$ cat src/rtl/muldiv_unit.sv
// Iterative multiply/divide unit: one bit per cycle on operand magnitudes, with
// sign restoration in a fix-up cycle. Outputs are registered from the current state.
module muldiv_unit #(
  parameter int WIDTH = 32
) (
  input  logic             clk,
  input  logic             reset,
  input  logic             start,
  input  logic [1:0]       op,
  input  logic [WIDTH-1:0] a,
  input  logic [WIDTH-1:0] b,
  output logic             busy,
  output logic             done,
  output logic [WIDTH-1:0] hi,
  output logic [WIDTH-1:0] lo,
  output logic             div_zero
);

  localparam int AW = 2 * WIDTH + 1;
  localparam int CW = $clog2(WIDTH) + 1;
  localparam logic [CW-1:0] LAST_ITER = CW'(WIDTH - 1);

  typedef enum logic [1:0] {
    IDLE = 2'd0,
    CALC = 2'd1,
    FIX  = 2'd2,
    DONE = 2'd3
  } state_t;

  state_t           state_q;
  logic             is_div_q;
  logic             neg_lo_q;
  logic             neg_hi_q;
  logic             zero_pend_q;
  logic [CW-1:0]    cnt_q;
  logic [WIDTH-1:0] opd_q;
  logic [AW-1:0]    acc_q;
  logic [WIDTH-1:0] res_hi_q;
  logic [WIDTH-1:0] res_lo_q;
  logic             res_dz_q;
  logic             busy_q;
  logic             done_q;
  logic [WIDTH-1:0] hi_q;
  logic [WIDTH-1:0] lo_q;
  logic             dz_q;

  logic             a_neg_s;
  logic             b_neg_s;
  logic [WIDTH-1:0] a_mag_s;
  logic [WIDTH-1:0] b_mag_s;
  logic             b_zero_s;
  logic [AW-1:0]    acc_d;
  logic [AW-1:0]    shl_s;
  logic [WIDTH:0]   trial_s;
  logic [WIDTH:0]   sum_s;
  logic [2*WIDTH-1:0] prod_fix_s;
  logic [WIDTH-1:0] quo_fix_s;
  logic [WIDTH-1:0] rem_fix_s;

  // Operand sign stripping at latch time
  always_comb begin
    a_neg_s  = op[0] & a[WIDTH-1];
    b_neg_s  = op[0] & b[WIDTH-1];
    if (a_neg_s) begin
      a_mag_s = {WIDTH{1'b0}} - a;
    end else begin
      a_mag_s = a;
    end
    if (b_neg_s) begin
      b_mag_s = {WIDTH{1'b0}} - b;
    end else begin
      b_mag_s = b;
    end
    b_zero_s = (b == {WIDTH{1'b0}});
  end

  // One iteration: shift-add (mul) or restoring shift-subtract (div)
  always_comb begin
    acc_d   = acc_q;
    shl_s   = {acc_q[AW-2:0], 1'b0};
    trial_s = shl_s[AW-1:WIDTH] - {1'b0, opd_q};
    sum_s   = {(WIDTH+1){1'b0}};
    if (is_div_q) begin
      if (!trial_s[WIDTH]) begin
        acc_d = {trial_s, shl_s[WIDTH-1:1], 1'b1};
      end else begin
        acc_d = shl_s;
      end
    end else begin
      if (acc_q[0]) begin
        sum_s = acc_q[AW-1:WIDTH] + {1'b0, opd_q};
      end else begin
        sum_s = acc_q[AW-1:WIDTH];
      end
      acc_d = {1'b0, sum_s, acc_q[WIDTH-1:1]};
    end
  end

  // Sign restoration of the finished magnitudes
  always_comb begin
    if (neg_lo_q) begin
      prod_fix_s = {(2*WIDTH){1'b0}} - acc_q[2*WIDTH-1:0];
      quo_fix_s  = {WIDTH{1'b0}} - acc_q[WIDTH-1:0];
    end else begin
      prod_fix_s = acc_q[2*WIDTH-1:0];
      quo_fix_s  = acc_q[WIDTH-1:0];
    end
    if (neg_hi_q) begin
      rem_fix_s = {WIDTH{1'b0}} - acc_q[2*WIDTH-1:WIDTH];
    end else begin
      rem_fix_s = acc_q[2*WIDTH-1:WIDTH];
    end
  end

  // Control FSM, datapath registers and registered outputs
  always_ff @(posedge clk or posedge reset) begin
    if (reset) begin
      state_q     <= IDLE;
      is_div_q    <= 1'b0;
      neg_lo_q    <= 1'b0;
      neg_hi_q    <= 1'b0;
      zero_pend_q <= 1'b0;
      cnt_q       <= {CW{1'b0}};
      opd_q       <= {WIDTH{1'b0}};
      acc_q       <= {AW{1'b0}};
      res_hi_q    <= {WIDTH{1'b0}};
      res_lo_q    <= {WIDTH{1'b0}};
      res_dz_q    <= 1'b0;
      busy_q      <= 1'b0;
      done_q      <= 1'b0;
      hi_q        <= {WIDTH{1'b0}};
      lo_q        <= {WIDTH{1'b0}};
      dz_q        <= 1'b0;
    end else begin
      busy_q <= (state_q == CALC) || (state_q == FIX);
      done_q <= (state_q == DONE);
      if (state_q == DONE) begin
        hi_q <= res_hi_q;
        lo_q <= res_lo_q;
        dz_q <= res_dz_q;
      end
      case (state_q)
        IDLE: begin
          if (zero_pend_q) begin
            zero_pend_q <= 1'b0;
            state_q     <= DONE;
          end else if (start) begin
            is_div_q <= op[1];
            neg_lo_q <= a_neg_s ^ b_neg_s;
            neg_hi_q <= a_neg_s;
            cnt_q    <= {CW{1'b0}};
            if (op[1]) begin
              opd_q <= b_mag_s;
              acc_q <= {{(WIDTH+1){1'b0}}, a_mag_s};
            end else begin
              opd_q <= a_mag_s;
              acc_q <= {{(WIDTH+1){1'b0}}, b_mag_s};
            end
            // Divide by zero bypasses the iteration entirely
            if (op[1] && b_zero_s) begin
              res_hi_q    <= a;
              res_lo_q    <= {WIDTH{1'b1}};
              res_dz_q    <= 1'b1;
              zero_pend_q <= 1'b1;
            end else begin
              state_q <= CALC;
            end
          end
        end
        CALC: begin
          acc_q <= acc_d;
          cnt_q <= cnt_q + CW'(1);
          if (cnt_q == LAST_ITER) begin
            state_q <= FIX;
          end
        end
        FIX: begin
          if (is_div_q) begin
            res_lo_q <= quo_fix_s;
            res_hi_q <= rem_fix_s;
          end else begin
            res_hi_q <= prod_fix_s[2*WIDTH-1:WIDTH];
            res_lo_q <= prod_fix_s[WIDTH-1:0];
          end
          res_dz_q <= 1'b0;
          state_q  <= DONE;
        end
        DONE: begin
          state_q <= IDLE;
        end
        default: begin
          state_q <= IDLE;
        end
      endcase
    end
  end

  assign busy     = busy_q;
  assign done     = done_q;
  assign hi       = hi_q;
  assign lo       = lo_q;
  assign div_zero = dz_q;

endmodule
$ cat config.mk
export PLATFORM = sky130hd
export DESIGN_NAME = muldiv_unit
export DESIGN_NICKNAME = d
export VERILOG_FILES = /design/src/rtl/muldiv_unit.sv
export SDC_FILE = /design/constraint.sdc
export NUM_CORES = 1
export LEC_CHECK = 0
export BUFFER_PORTS_ARGS = -buffer_cell sky130_fd_sc_hd__buf_4
export CAP_MARGIN = 10
export CORE_ASPECT_RATIO = 1.25
export CORE_MARGIN = 10
export CORE_UTILIZATION = 40
export DETAILED_ROUTE_END_ITERATION = 10
export GPL_TIMING_DRIVEN = 0
export SETUP_SLACK_MARGIN = 0.02
export SKIP_CTS_REPAIR_TIMING = 1
export SYNTH_ARGS = -nofsm -noshare
export SYNTH_HDL_FRONTEND = slang
export SYNTH_SLANG_ARGS = --single-unit
$ cat constraint.sdc
create_clock -name clk -period 11.2 [get_ports clk]
set_input_delay 0.56 -clock clk [delete_from_list [all_inputs] [get_ports clk]]
set_output_delay 0.56 -clock clk [all_outputs]
set_load 0.01 [all_outputs]
Word level (Yosys, flattened, before mapping)
Index checks and enable logic that the tools add are counted.

Register bits after elaboration: 241. Word-level logic and storage cells: 86. Input port bits: 69. Output and inout port bits: 67.

Reduce and logical (&&, ||, !) cells: 10. Add/sub/neg operators: 8. Eq/ne operators: 10. Multiplexer cells: 38. Bitwise logic cells: 4.

Operators by type and width (number): $mux W32 (14); $mux W65 (4); $pmux W65 S2 (1); $pmux W32 S2 (2); $sub A1 B32 Y32 const A (4); $mux W64 (1); $sub A1 B64 Y64 const A (1); $add A33 B32 Y33 (1); $mux W33 (1); $sub A33 B32 Y33 (1); $logic_not A32 Y1 (1); $mux W6 (2); $pmux W6 S2 (1); $reduce_and A3 Y1 (3); $mux W2 (4); $pmux W2 S4 (1); $add A6 B1 Y6 const B (1); $eq A6 B5 Y1 const B (1); $mux W1 (6); $ne A2 B2 Y1 const B (3); $ne A3 B3 Y1 const B (2); $eq A2 B2 Y1 const B (2); $reduce_and A4 Y1 (1); $reduce_bool A2 Y1 (2); 9 further kinds (10).

Depth between registers and ports, before layout
Gate-level depths: netlist of the first run.

Depth after elaboration: 6. Depth in mapped cells: 20. Gate-level depth less buffers: 19.

Worst setup path after synthesis of the first run
OpenSTA, ideal clock, no wires.

Path kind: register to register. Start point: register acc_q[31]. End point: register acc_q[36]. Period minus slack after synthesis: 3.973 ns. Setup slack: 7.227 ns. Buffers on the path: 2. Arrival time: 3.837 ns. Required time: 11.064 ns. Stages on the path, launching flop included: 21. Library setup time: 0.136 ns. Cell sequence: dfrtp_1 inv_1 ha_1 fa_1 nand2b_1 a21oi_1 o21ai_1 o22a_1 o21ai_1 a2111oi_0 o31ai_1 nand3_1 nand2_1 ha_1 clkbuf_1 inv_1 clkbuf_1 nor2_1 a211o_1 o21ai_0 o21ai_0.

Longest elaborated chain between the ends: 4.

RTL lines: start: declaration (RTL line 37) `logic [AW-1:0] acc_q;`; start signal: assignment (RTL line 125) `acc_q <= {AW{1'b0}};`; start signal: assignment (RTL line 154) `acc_q <= {{(WIDTH+1){1'b0}}, a_mag_s};`; start signal: assignment (RTL line 157) `acc_q <= {{(WIDTH+1){1'b0}}, b_mag_s};`; $sub A33 B32 Y33 (RTL line 81) `trial_s = shl_s[AW-1:WIDTH] - {1'b0, opd_q};`; $mux W65 (RTL line 84) `if (!trial_s[WIDTH]) begin`; $mux W65 (RTL line 83) `if (is_div_q) begin`; $pmux W65 S2 (RTL line 142) `case (state_q)`.

No other way between the ends. A chain may end at the register's enable or synchronous reset.

Final worst setup path of the first run
Start point: register acc_q[31]. End point: register acc_q[57].

The elaborated chain is that of the path after synthesis.

==> results of run 1 <==
kinds of logic (layout without fill, tap and decap cells):
logic type                 after synthesis  after routing
DFF                                    241            241
xor gates and xnor gates               166            166
and+or+nand+nor                        599            599
buffers and inverters                  189            375
AOI/OAI and AO/OA                      652            652
muxes                                  138            138
adders and majority gates               76             76
routing by layer:
layer | vias up | part of all wire
met3 | 136 | 0.059
met1 | 8374 | 0.40
met2 | 677 | 0.49
met5 | - | 0
li1 | 7796 | -
met4 | 0 | 0.048
tightest hold or removal path, cell delays in order:
cell     delay [ns]
buf_4          0.14
nand2_1        0.06
a31oi_1        0.07
cell usage after synthesis, types with 16 or more instances:
cell        n  area [sq um]
dfrtp_1   241          6030
a21oi_1   238          1190
nor2_1    193           724
nand2_1   182           683
o21ai_0   157           786
clkbuf_1  100           375
mux2_2     91          1020
xor2_1     89           780
xnor2_1    77           674
ha_1       74           926
inv_1      67           251
mux2i_1    47           470
a211oi_1   34           255
nor3_1     34           170
a21o_1     31           233
o31ai_1    28           210
or3_1      26           163
nand3_1    23           115
o211ai_1   21           158
nor2b_1    17           106
a31oi_1    16           100
and3_1     16           100
nand2b_1   16           100
nand4_1    16           100
nor4_1     16           100
area by class of cell:
cell class              instances  area [sq um]  share of cell area
plain buffers                 122           492              0.0242
clock buffers                  36           769              0.0378
repair buffers                137          1070              0.0526
flip-flops and latches        241          6030               0.296
inverters                      67           259              0.0127
clock inverters                13           189             0.00928
multi-input cells            1631         10800               0.532
well taps                     565           707              0.0347
stage by stage:
step | instances | util | power (W) | hold slack (ns) | setup slack, ns
after global placement | 2760 | 0.446 | 0.00567 | 0.464 | 1.10
final | 2812 | 0.470 | 0.00678 | 0.300 | 4.99
after CTS | 2811 | 0.470 | 0.00672 | -0.0413 | 5.15
after floorplan | 2061 | - | 0.00429 | 0.444 | 4.02
after detailed placement | 2762 | 0.448 | 0.00571 | 0.467 | 5.20
after global routing | 2812 | 0.470 | 0.00722 | 0.310 | 4.78
power by group:
part	total [W]	switching [W]	leakage, nW	internal, W
Sequential	0.00166	0.000422	2.75	0.00124
Combinational	0.00414	0.00258	5.13	0.00156
Clock	0.000977	0.000401	0.465	0.000576
Total	0.00678	0.00340	8.35	0.00338
sequential cells by signal, indices dropped and copies added (netlist names), 2 cells and up:
name	cells
res_lo_q	32
res_hi_q	32
state_q	2
lo	32
hi	32
acc_q	65
cnt_q	6
opd_q	32
worst max path at each step:
stage                                      from                    end  slack [ns]  cells past startpoint
after floorplan                           reset   acc_q[0]$_DFFE_PP0P_        4.02                      1
after global placement                    reset  acc_q[56]$_DFFE_PP0P_        1.10                      2
after detailed placement  acc_q[31]$_DFFE_PP0P_  acc_q[57]$_DFFE_PP0P_        5.20                     18
after CTS                 acc_q[31]$_DFFE_PP0P_  acc_q[57]$_DFFE_PP0P_        5.15                     18
after global routing      acc_q[31]$_DFFE_PP0P_  acc_q[54]$_DFFE_PP0P_        4.78                     19
final                     acc_q[31]$_DFFE_PP0P_  acc_q[57]$_DFFE_PP0P_        4.99                     18
==> metrics.md, run 1 <==
| Metric | Value |
|---|---|
| WS Path Type | `reg2reg` |
| Routed wire per std cell | `26.1 um` |
| Dpl hpwl | `58200 um` |
| Tcrit/Tclk final | `0.555` |
| Req. time, crit path | `11.62 ns` |
| Detailed Route Iter0 Violations | `1495` |
| H-tree depth | `1` |
| Die Footprint | `52900 sq um` |
| Min-delay worst type | `in2reg` |
| IO Port Bufs | `134` |
| Post-Synthesis Cells | `2061` |
| Most common cell after layout, fill and taps aside | `dfrtp_1` |
| Post-Synth Simple-Gate Area | `0.165` |
| Hold worst-path end | `res_hi_q[1]$_DFFE_PP0P_` |
| Slew @ Worst Pin | `1.21 ns` |
| Post-DRT Antenna Nets | `0` |
| Fin. Hold Viols | `0` |
| Initial antenna violation count | `0` |
| EDFF count, synth | `0` |
| Finished Cell Area | `20300 sq um` |
| Synth unique cells | `83` |
| Synth warnings | `0` |
| Top Ports | `136` |
| Ys async rst share | `1.00` |
| Status | `finished, final reports clean` |
| Total of max-cap violations | `0` |
| Clk buf depth | `3` |
| Arr. time, crit path | `6.63 ns` |
| Initial Utilization | `0.407` |
| Met1 usage | `0.326` |
| Vias in the first global route | `16526` |
| Routed WL | `73300 um` |
| FF-to-FF End | `acc_q[57]$_DFFE_PP0P_` |
| Avg Vias per Cell | `6.04` |
| Ordered list of cells on the worst path | `inv_1, ha_1, fa_1, nand2b_1, a21oi_1, o21ai_1, o22a_1, o21ai_1, a2111oi_0, o31ai_1, nand3_1, nand2_1, ha_1, clkbuf_1, buf_1, a21oi_1, nor4_1, o31ai_1` |
| GRT overflow | `0` |
| Clock skew | `0.0257 ns` |
| Worst path bufs/invs | `3` |
| CP max stage cell | `buf_1` |
| Crit Path Max Fanout | `10` |
| Layout cells sized above 1 | `0.142` |
| Layer with the highest usage | `met2` |
| Synth Register Bits | `241` |
| Clk pin slew, worst setup/hold paths | `0.08 ns` |
| FF-to-FF Start | `acc_q[31]$_DFFE_PP0P_` |
| Worst-Skew Late Latency | `0.58 ns` |
| Mux cell area share after synthesis | `0.0849` |
| First-pass GRT wire length | `109000 um` |
| Post-synthesis compound-gate area fraction | `0.228` |
| Average cell area after synthesis | `8.54 sq um` |
| CTS tree | `yes` |
| Largest net degree at the start of global routing | `107` |
| Synth Area in XOR/XNOR | `0.0826` |
| Final Setup Violations | `0` |
| Die Height | `255 um` |
| Post-route DRC | `0` |
| Most frequent cells in the layout | `dfrtp_1 (241), a21oi_1 (238), nor2_1 (193)` |
| Crit start category | `register` |
| Leak Pwr | `8.35 nW` |
| Drt pass-1 iters | `6` |
| Number of max-slew violations in the final report | `0` |
| Met2 usage | `0.472` |
| Setup TNS | `0 ns` |
| Critical path capture point type | `register` |
| Row cnt | `85` |
| Mapped Area | `17600 sq um` |
| Cts bufs inserted | `27` |
| Max Fclk | `161 MHz` |
| Peak supply drop | `0.000171 V` |
| ANT cells | `0` |
| CP max stage delay | `0.78 ns` |
| Min-delay src | `a[1]` |
| Post-Synth Adder-Cell Area | `0.0549` |
| Max-slew headroom | `0.189` |
| Delay-heaviest family, CP | `compound AO/OA/AOI/OAI gates` |
| Met3 usage | `0.0269` |
| Fill count | `4237` |
| DIE WIDTH | `208 um` |
| Area after DPL | `19400 sq um` |
| Clock sinks | `241` |
| Mapped Nets | `2206` |
| Final #Nets | `2372` |
| Hold Crit Depth | `3` |
| Setup slack on the worst flop-to-flop path | `4.99 ns` |
| Top FF cell, synth | `dfrtp_1` |
| Gr usage total | `0.268` |
| Routed vias | `16983` |
| Reg2Reg Depth | `18` |
| Largest family of logic cells by synthesized area | `compound AO/OA/AOI/OAI gates` |
| Core ar. | `43300 sq um` |
| GP Congestion | `0.994` |
| PwrDens | `333 nW/um^2` |
| Synth-to-layout area growth | `15.6%` |
| Sequential share of the synthesized area | `0.343` |
| RSZ-0062 raised after global routing | `no` |
| Root Buffer Master | `clkbuf_16` |
| Final min period | `6.21 ns` |
Note: power is estimated with default switching activity, not from simulation.
==> run 2: changes to the inputs <==
clock period = 5.01 ns   (was 11.2 ns; I/O delays follow)
==> metrics.md, run 2 (synthesis results as in run 1) <==
| Metric | Value |
|---|---|
| Crit Path Max Fanout | `10` |
| WS Path Type | `reg2reg` |
| Crit start category | `register` |
| Worst path bufs/invs | `2` |
| Clk network pwr share | `0.143` |
| Detailed Route Iter0 Violations | `1420` |
| Comb power frac | `0.614` |
| Drt pass-1 iters | `6` |
| CTS tree | `yes` |
| Setup slack on the worst flop-to-flop path | `0.19 ns` |
| Cell-internal power | `0.00759 W` |
| Gr usage total | `0.266` |
| Reg2Reg Depth | `17` |
| Peak supply drop | `0.000385 V` |
| Critical path capture point type | `register` |
| Cell mode on critical path | `a21oi_1` |
| CP max stage cell | `clkbuf_2` |
| Initial antenna violation count | `0` |
| Die Height | `255 um` |
| Root Buffer Master | `clkbuf_16` |
| Worst-Skew Late Latency | `0.58 ns` |
| Min-delay worst type | `in2reg` |
| Sw frac | `0.500` |
| Clock skew | `0.0226 ns` |
| Delay-heaviest family, CP | `compound AO/OA/AOI/OAI gates` |
| First-pass GRT wire length | `108000 um` |
| Clock sinks | `241` |
| Clk pin slew, worst setup/hold paths | `0.07 ns` |
| Hold Crit Depth | `3` |
| Layout cells sized above 1 | `0.146` |
| Req. time, crit path | `5.43 ns` |
| CP max stage delay | `0.45 ns` |
| DIE WIDTH | `208 um` |
| Ordered list of cells on the worst path | `inv_1, ha_1, fa_1, nand2b_1, a21oi_1, o21ai_1, o22a_1, o21ai_4, a2111oi_2, o31ai_2, nand3_1, nand2_1, ha_2, clkbuf_2, a21oi_1, nor4_1, o31ai_1` |
| Stages on worst setup path | `17` |
| Leak Pwr | `8.39 nW` |
| Die Footprint | `52900 sq um` |
| Number of max-slew violations in the final report | `0` |
| Largest Register | `acc_q` |
| Final #Nets | `2378` |
| Dpl hpwl | `58100 um` |
| Total of max-cap violations | `0` |
| Avg Vias per Cell | `6.02` |
| Fin. Hold Viols | `1` |
| Initial Utilization | `0.407` |
| Final min period | `4.82 ns` |
| Slew @ Worst Pin | `1.11 ns` |
| Most common cell after layout, fill and taps aside | `dfrtp_1` |
| Status | `finished with violations` |
| Flop pwr share | `0.243` |
| Hold slack final | `-0.00735 ns` |
| Most frequent cells in the layout | `dfrtp_1 (241), a21oi_1 (238), nor2_1 (193)` |
| Max-slew headroom | `0.260` |
| Final Setup Violations | `0` |
| Switching power | `0.00759 W` |
| IO Port Bufs | `134` |
| H-tree depth | `1` |
| Cts bufs inserted | `28` |
| GRT overflow | `0` |
| Arr. time, crit path | `5.24 ns` |
| Row cnt | `85` |
| Clk buf depth | `3` |
| Routed wire per std cell | `25.9 um` |
| Max reg flops | `65` |
| Top Ports | `136` |
| Synth-to-layout area growth | `16.2%` |
| Post-DRT Antenna Nets | `0` |
| Failing checks | `negative hold slack` |
| ANT cells | `0` |
| Vias in the first global route | `16634` |
| Routed WL | `72900 um` |
| Largest net degree at the start of global routing | `44` |
| Tcrit/Tclk final | `0.962` |
| GP Congestion | `0.973` |
| Tot Pwr | `0.0152 W` |
| Routed vias | `16978` |
| Core ar. | `43300 sq um` |
| PwrDens | `742 nW/um^2` |
| Max Fclk | `208 MHz` |
| Post-route DRC | `0` |
| RSZ-0062 raised after global routing | `yes` |
## run 2: changes by cell type in the layout (fill, tap and decap cells not counted), moves of 2 or more
| cell | change |
|---|---|
| buf_12 | +6 |
| clkbuf_8 | -4 |
| clkbuf_2 | +3 |
| buf_16 | -2 |
| clkbuf_1 | +2 |
## run 2: worst paths after layout
| path | start | end |
|---|---|---|
| min in group asynchronous | reset | hi[0]$_DFFE_PP0P_ |
| worst min-delay path | a[1] | res_hi_q[1]$_DFFE_PP0P_ |
| max in group asynchronous | reset | cnt_q[5]$_DFFE_PP0P_ |
| worst max-delay path | acc_q[31]$_DFFE_PP0P_ | acc_q[57]$_DFFE_PP0P_ |
| worst max register to register | acc_q[31]$_DFFE_PP0P_ | acc_q[57]$_DFFE_PP0P_ |
| worst min register to register | res_hi_q[21]$_DFFE_PP0P_ | res_hi_q[21]$_DFFE_PP0P_ |
## run 2: area by class of cell
class	instances	area, sq um
plain buffers	121	495
clock buffers	39	762
clock inverters	13	200
fillers	4198	22800
inverters	67	255
multi-input cells	1631	10900
flip-flops and latches	241	6030
well taps	565	707
repair buffers	143	1150
## run 2: worst reg2reg max path, delay by kind of cell, from the launching register on
kind | cells | cell delay (ns)
AND/OR/NAND/NOR | 4 | 0.82
AO/OA/AOI/OAI | 8 | 1.72
flip-flops | 1 | 0.43
buffers and inverters | 2 | 0.64
adder cells (fa/ha/maj) | 3 | 1.05
## run 2: power groups by stage
stage | clock network, W | registers [W] | logic [W]
global placement | 0 | 0.00369 | 0.00894
global route | 0.00229 | 0.00378 | 0.0101
detailed placement | 0 | 0.00370 | 0.00903
floorplan | 0 | 0.00341 | 0.00619
finish | 0.00217 | 0.00369 | 0.00932
CTS | 0.00221 | 0.00368 | 0.00909
## run 2: per-stage QoR
step	utilization	setup WS, ns	setup TNS, ns	cell area, sq um	instances
floorplan	-	1.04	0	17600	2061
global placement	0.446	-0.858	-20.08	19300	2760
detailed placement	0.449	-0.817	-18.14	19400	2766
CTS	0.471	-0.854	-19.69	20400	2818
global route	0.473	-0.00762	-0.00762	20500	2820
finish	0.473	0.192	0	20500	2820
## run 2: routing by layer
layer | global-route usage | vias up | part of all wire
met1 | 0.317 | 8335 | 0.40
li1 | - | 7801 | -
met2 | 0.459 | 675 | 0.48
met4 | 0.152 | 0 | 0.062
met5 | 0 | - | 0
met3 | 0.0302 | 167 | 0.059
==> run 3: changes to the inputs <==
ABC_AREA = 1   (was unset)
==> metrics.md, run 3 <==
| Metric | Value |
|---|---|
| Status | `finished, final reports clean` |
| Core ar. | `51700 sq um` |
| Most frequent cells in the layout | `nand2_1 (1120), inv_1 (459), nor2_1 (353)` |
| PwrDens | `721 nW/um^2` |
| Comb power frac | `0.639` |
| Post-Synthesis Cells | `3395` |
| Multi-input gate area | `12600 sq um` |
| Crit start category | `register` |
| Layout cells sized above 1 | `0.0861` |
| Avg Vias per Cell | `5.46` |
| Critical path capture point type | `register` |
| Synth top area cells | `dfrtp_1 (29%), nand2_1 (20%), inv_1 (8.3%)` |
| Largest Register | `acc_q` |
| RSZ-0062 raised after global routing | `no` |
| Cell-internal power | `0.00756 W` |
| Crit Path Max Fanout | `10` |
| Cts bufs inserted | `28` |
| Average cell area after synthesis | `6.15 sq um` |
| H-tree depth | `1` |
| Gr usage total | `0.307` |
| Synth Register Bits | `241` |
| EDFF count, synth | `0` |
| Final Setup Violations | `0` |
| Post-DRT Antenna Nets | `0` |
| First-pass GRT wire length | `143000 um` |
| Ys async rst share | `1.00` |
| Min-delay worst type | `in2reg` |
| Die Height | `275 um` |
| Die Footprint | `61800 sq um` |
| Routed WL | `97200 um` |
| Mapped Nets | `3540` |
| Req. time, crit path | `5.47 ns` |
| Most common cell in the synthesized netlist | `nand2_1` |
| Dpl hpwl | `79400 um` |
| Largest net degree at the start of global routing | `42` |
| Max reg flops | `65` |
| CP startpoint | `acc_q[32]$_DFFE_PP0P_` |
| Synth unique cells | `47` |
| Arr. time, crit path | `5.15 ns` |
| Initial antenna violation count | `1` |
| Synth cell count leaders | `nand2_1 (1120), inv_1 (460), nor2_1 (353)` |
| Area leader, netlist | `dfrtp_1` |
| Peak supply drop | `0.000328 V` |
| Finished Layout Cells | `4254` |
| Total of max-cap violations | `0` |
| WS Path Type | `reg2reg` |
| Number of max-slew violations in the final report | `0` |
| Final min period | `4.70 ns` |
| DIE WIDTH | `224 um` |
| Max Fclk | `213 MHz` |
| GRT overflow | `0` |
| Mapped Area | `20900 sq um` |
| Cell mode on critical path | `nand2_1` |
| Initial Utilization | `0.404` |
| Routed vias | `23235` |
| Clock sinks | `241` |
| Routed wire per std cell | `22.9 um` |
| Max-slew headroom | `0.321` |
| Area after DPL | `22800 sq um` |
| Placed Cells | `4200` |
| Synth-to-layout area growth | `14.3%` |
| Ordered list of cells on the worst path | `inv_1, fa_1, inv_1, nand2_1, nand3_1, nand2_1, nand2_1, nand2_1, nand2_1, nand2_1, a21oi_1, or2_2, ha_1, inv_1, clkbuf_1, clkbuf_1, o21ai_0, nand3_1, o21ai_0` |
| CTS tree | `yes` |
| Detailed Route Iter0 Violations | `2319` |
| Finished Cell Area | `23900 sq um` |
| ANT cells | `0` |
| Switching power | `0.00965 W` |
| Slew @ Worst Pin | `1.01 ns` |
| Drt pass-1 iters | `7` |
| Clock skew | `0.0163 ns` |
| CP max stage cell | `dfrtp_1` |
| Sw frac | `0.561` |
| Synth warnings | `0` |
| Most common cell after layout, fill and taps aside | `nand2_1` |
| Flop pwr share | `0.234` |
| Top Ports | `136` |
| Register area | `6030 sq um` |
| Synth top area share | `0.289` |
| Fin. Hold Viols | `0` |
| Sequential share of the synthesized area | `0.289` |
| Worst-Skew Late Latency | `0.60 ns` |
| Min-delay src | `b[31]` |
| Post-route DRC | `0` |
| Clk pin slew, worst setup/hold paths | `0.07 ns` |
| Clk network pwr share | `0.127` |
| Row cnt | `93` |
| Tcrit/Tclk final | `0.938` |
| Root Buffer Master | `clkbuf_16` |
| Vias in the first global route | `22382` |
| Final #Nets | `3713` |
| IO Port Bufs | `134` |
| GP Congestion | `1.05` |
| Top FF cell, synth | `dfrtp_1` |
| Clk buf depth | `3` |
| Fill count | `5677` |
| Leak Pwr | `12.3 nW` |
| FF-to-FF Start | `acc_q[32]$_DFFE_PP0P_` |
| CP max stage delay | `0.67 ns` |
[run 3: changes by cell type in the layout (fill, tap and decap cells not counted), sizes merged, moves of 27 or more]
| cell | change |
|---|---|
| nor2 | +170 |
| nand3 | +283 |
| xnor2 | -59 |
| a211oi | -34 |
| inv | +402 |
| mux2i | -46 |
| xor2 | -29 |
| mux2 | -54 |
| clkbuf | -27 |
| a21o | -29 |
| nand2 | +942 |
[run 3: final cells by class]
| class | count | area share |
|---|---|---|
| Clock inverter | 12 | 0.00666 |
| Clock buffer | 39 | 0.0344 |
| Tap cell | 665 | 0.0349 |
| Sequential cell | 241 | 0.253 |
| Inverter | 472 | 0.0744 |
| Timing Repair Buffer | 144 | 0.0488 |
| Multi-Input combinational cell | 2568 | 0.528 |
| Buffer | 113 | 0.0204 |
[run 3: power groups by stage]
stage	Clock [W]	Combinational (W)	Sequential, W
CTS	0.00221	0.0108	0.00394
floorplan	0	0.00710	0.00352
global route	0.00230	0.0121	0.00406
detailed placement	0	0.0108	0.00398
global placement	0	0.0107	0.00396
finish	0.00219	0.0110	0.00403
[run 3: worst max-delay path, delay by kind of cell (launching register included)]
family,cells,cell delay [ns]
fa+ha+maj,2,0.78
simple gates,9,1.04
flops,1,0.67
buf+inv,5,1.46
compound gates,3,0.61
[run 3: logic make-up after synthesis]
family	synth area share
adder cells (fa/ha/maj)	0.0462
AO/OA/AOI/OAI	0.134
buffers and inverters	0.108
XOR/XNOR	0.0327
AND/OR/NAND/NOR	0.370
multiplexers	0.0204
flip-flops	0.289
[run 3: path summary, 6_finish.rpt]
| check | to | slack [ns] | cells past startpoint |
|---|---|---|---|
| setup / recovery | acc_q[41]$_DFFE_PP0P_ | 0.31 | 19 |
| hold / removal | neg_lo_q$_DFFE_PP0P_ | 0.009 | 2 |
| setup reg to reg | acc_q[41]$_DFFE_PP0P_ | 0.31 | 19 |
| hold reg to reg | res_hi_q[2]$_DFFE_PP0P_ | 0.47 | 2 |
| max in group asynchronous | opd_q[30]$_DFFE_PP0P_ | 3.51 | 6 |
| min in group asynchronous | hi[17]$_DFFE_PP0P_ | 0.34 | 3 |
[run 3: per-stage QoR]
step,TNS [ns],setup WS [ns],util,hold slack (ns),power [W]
after floorplan,0,1.60,-,0.396,0.0106
after CTS,0,0.216,0.461,-0.235,0.0170
after detailed placement,0,0.267,0.442,0.387,0.0148
final,0,0.312,0.462,0.00927,0.0172
after global placement,-1.69,-0.0247,0.440,0.464,0.0147
after global routing,0,0.132,0.462,0.00512,0.0185
[run 3: per-layer routing]
layer,up-vias,part of all wire,track usage
li1,11198,-,-
met1,10743,0.38,0.355
met2,990,0.46,0.506
met3,302,0.067,0.0453
met4,2,0.093,0.243
met5,-,0.00012,0
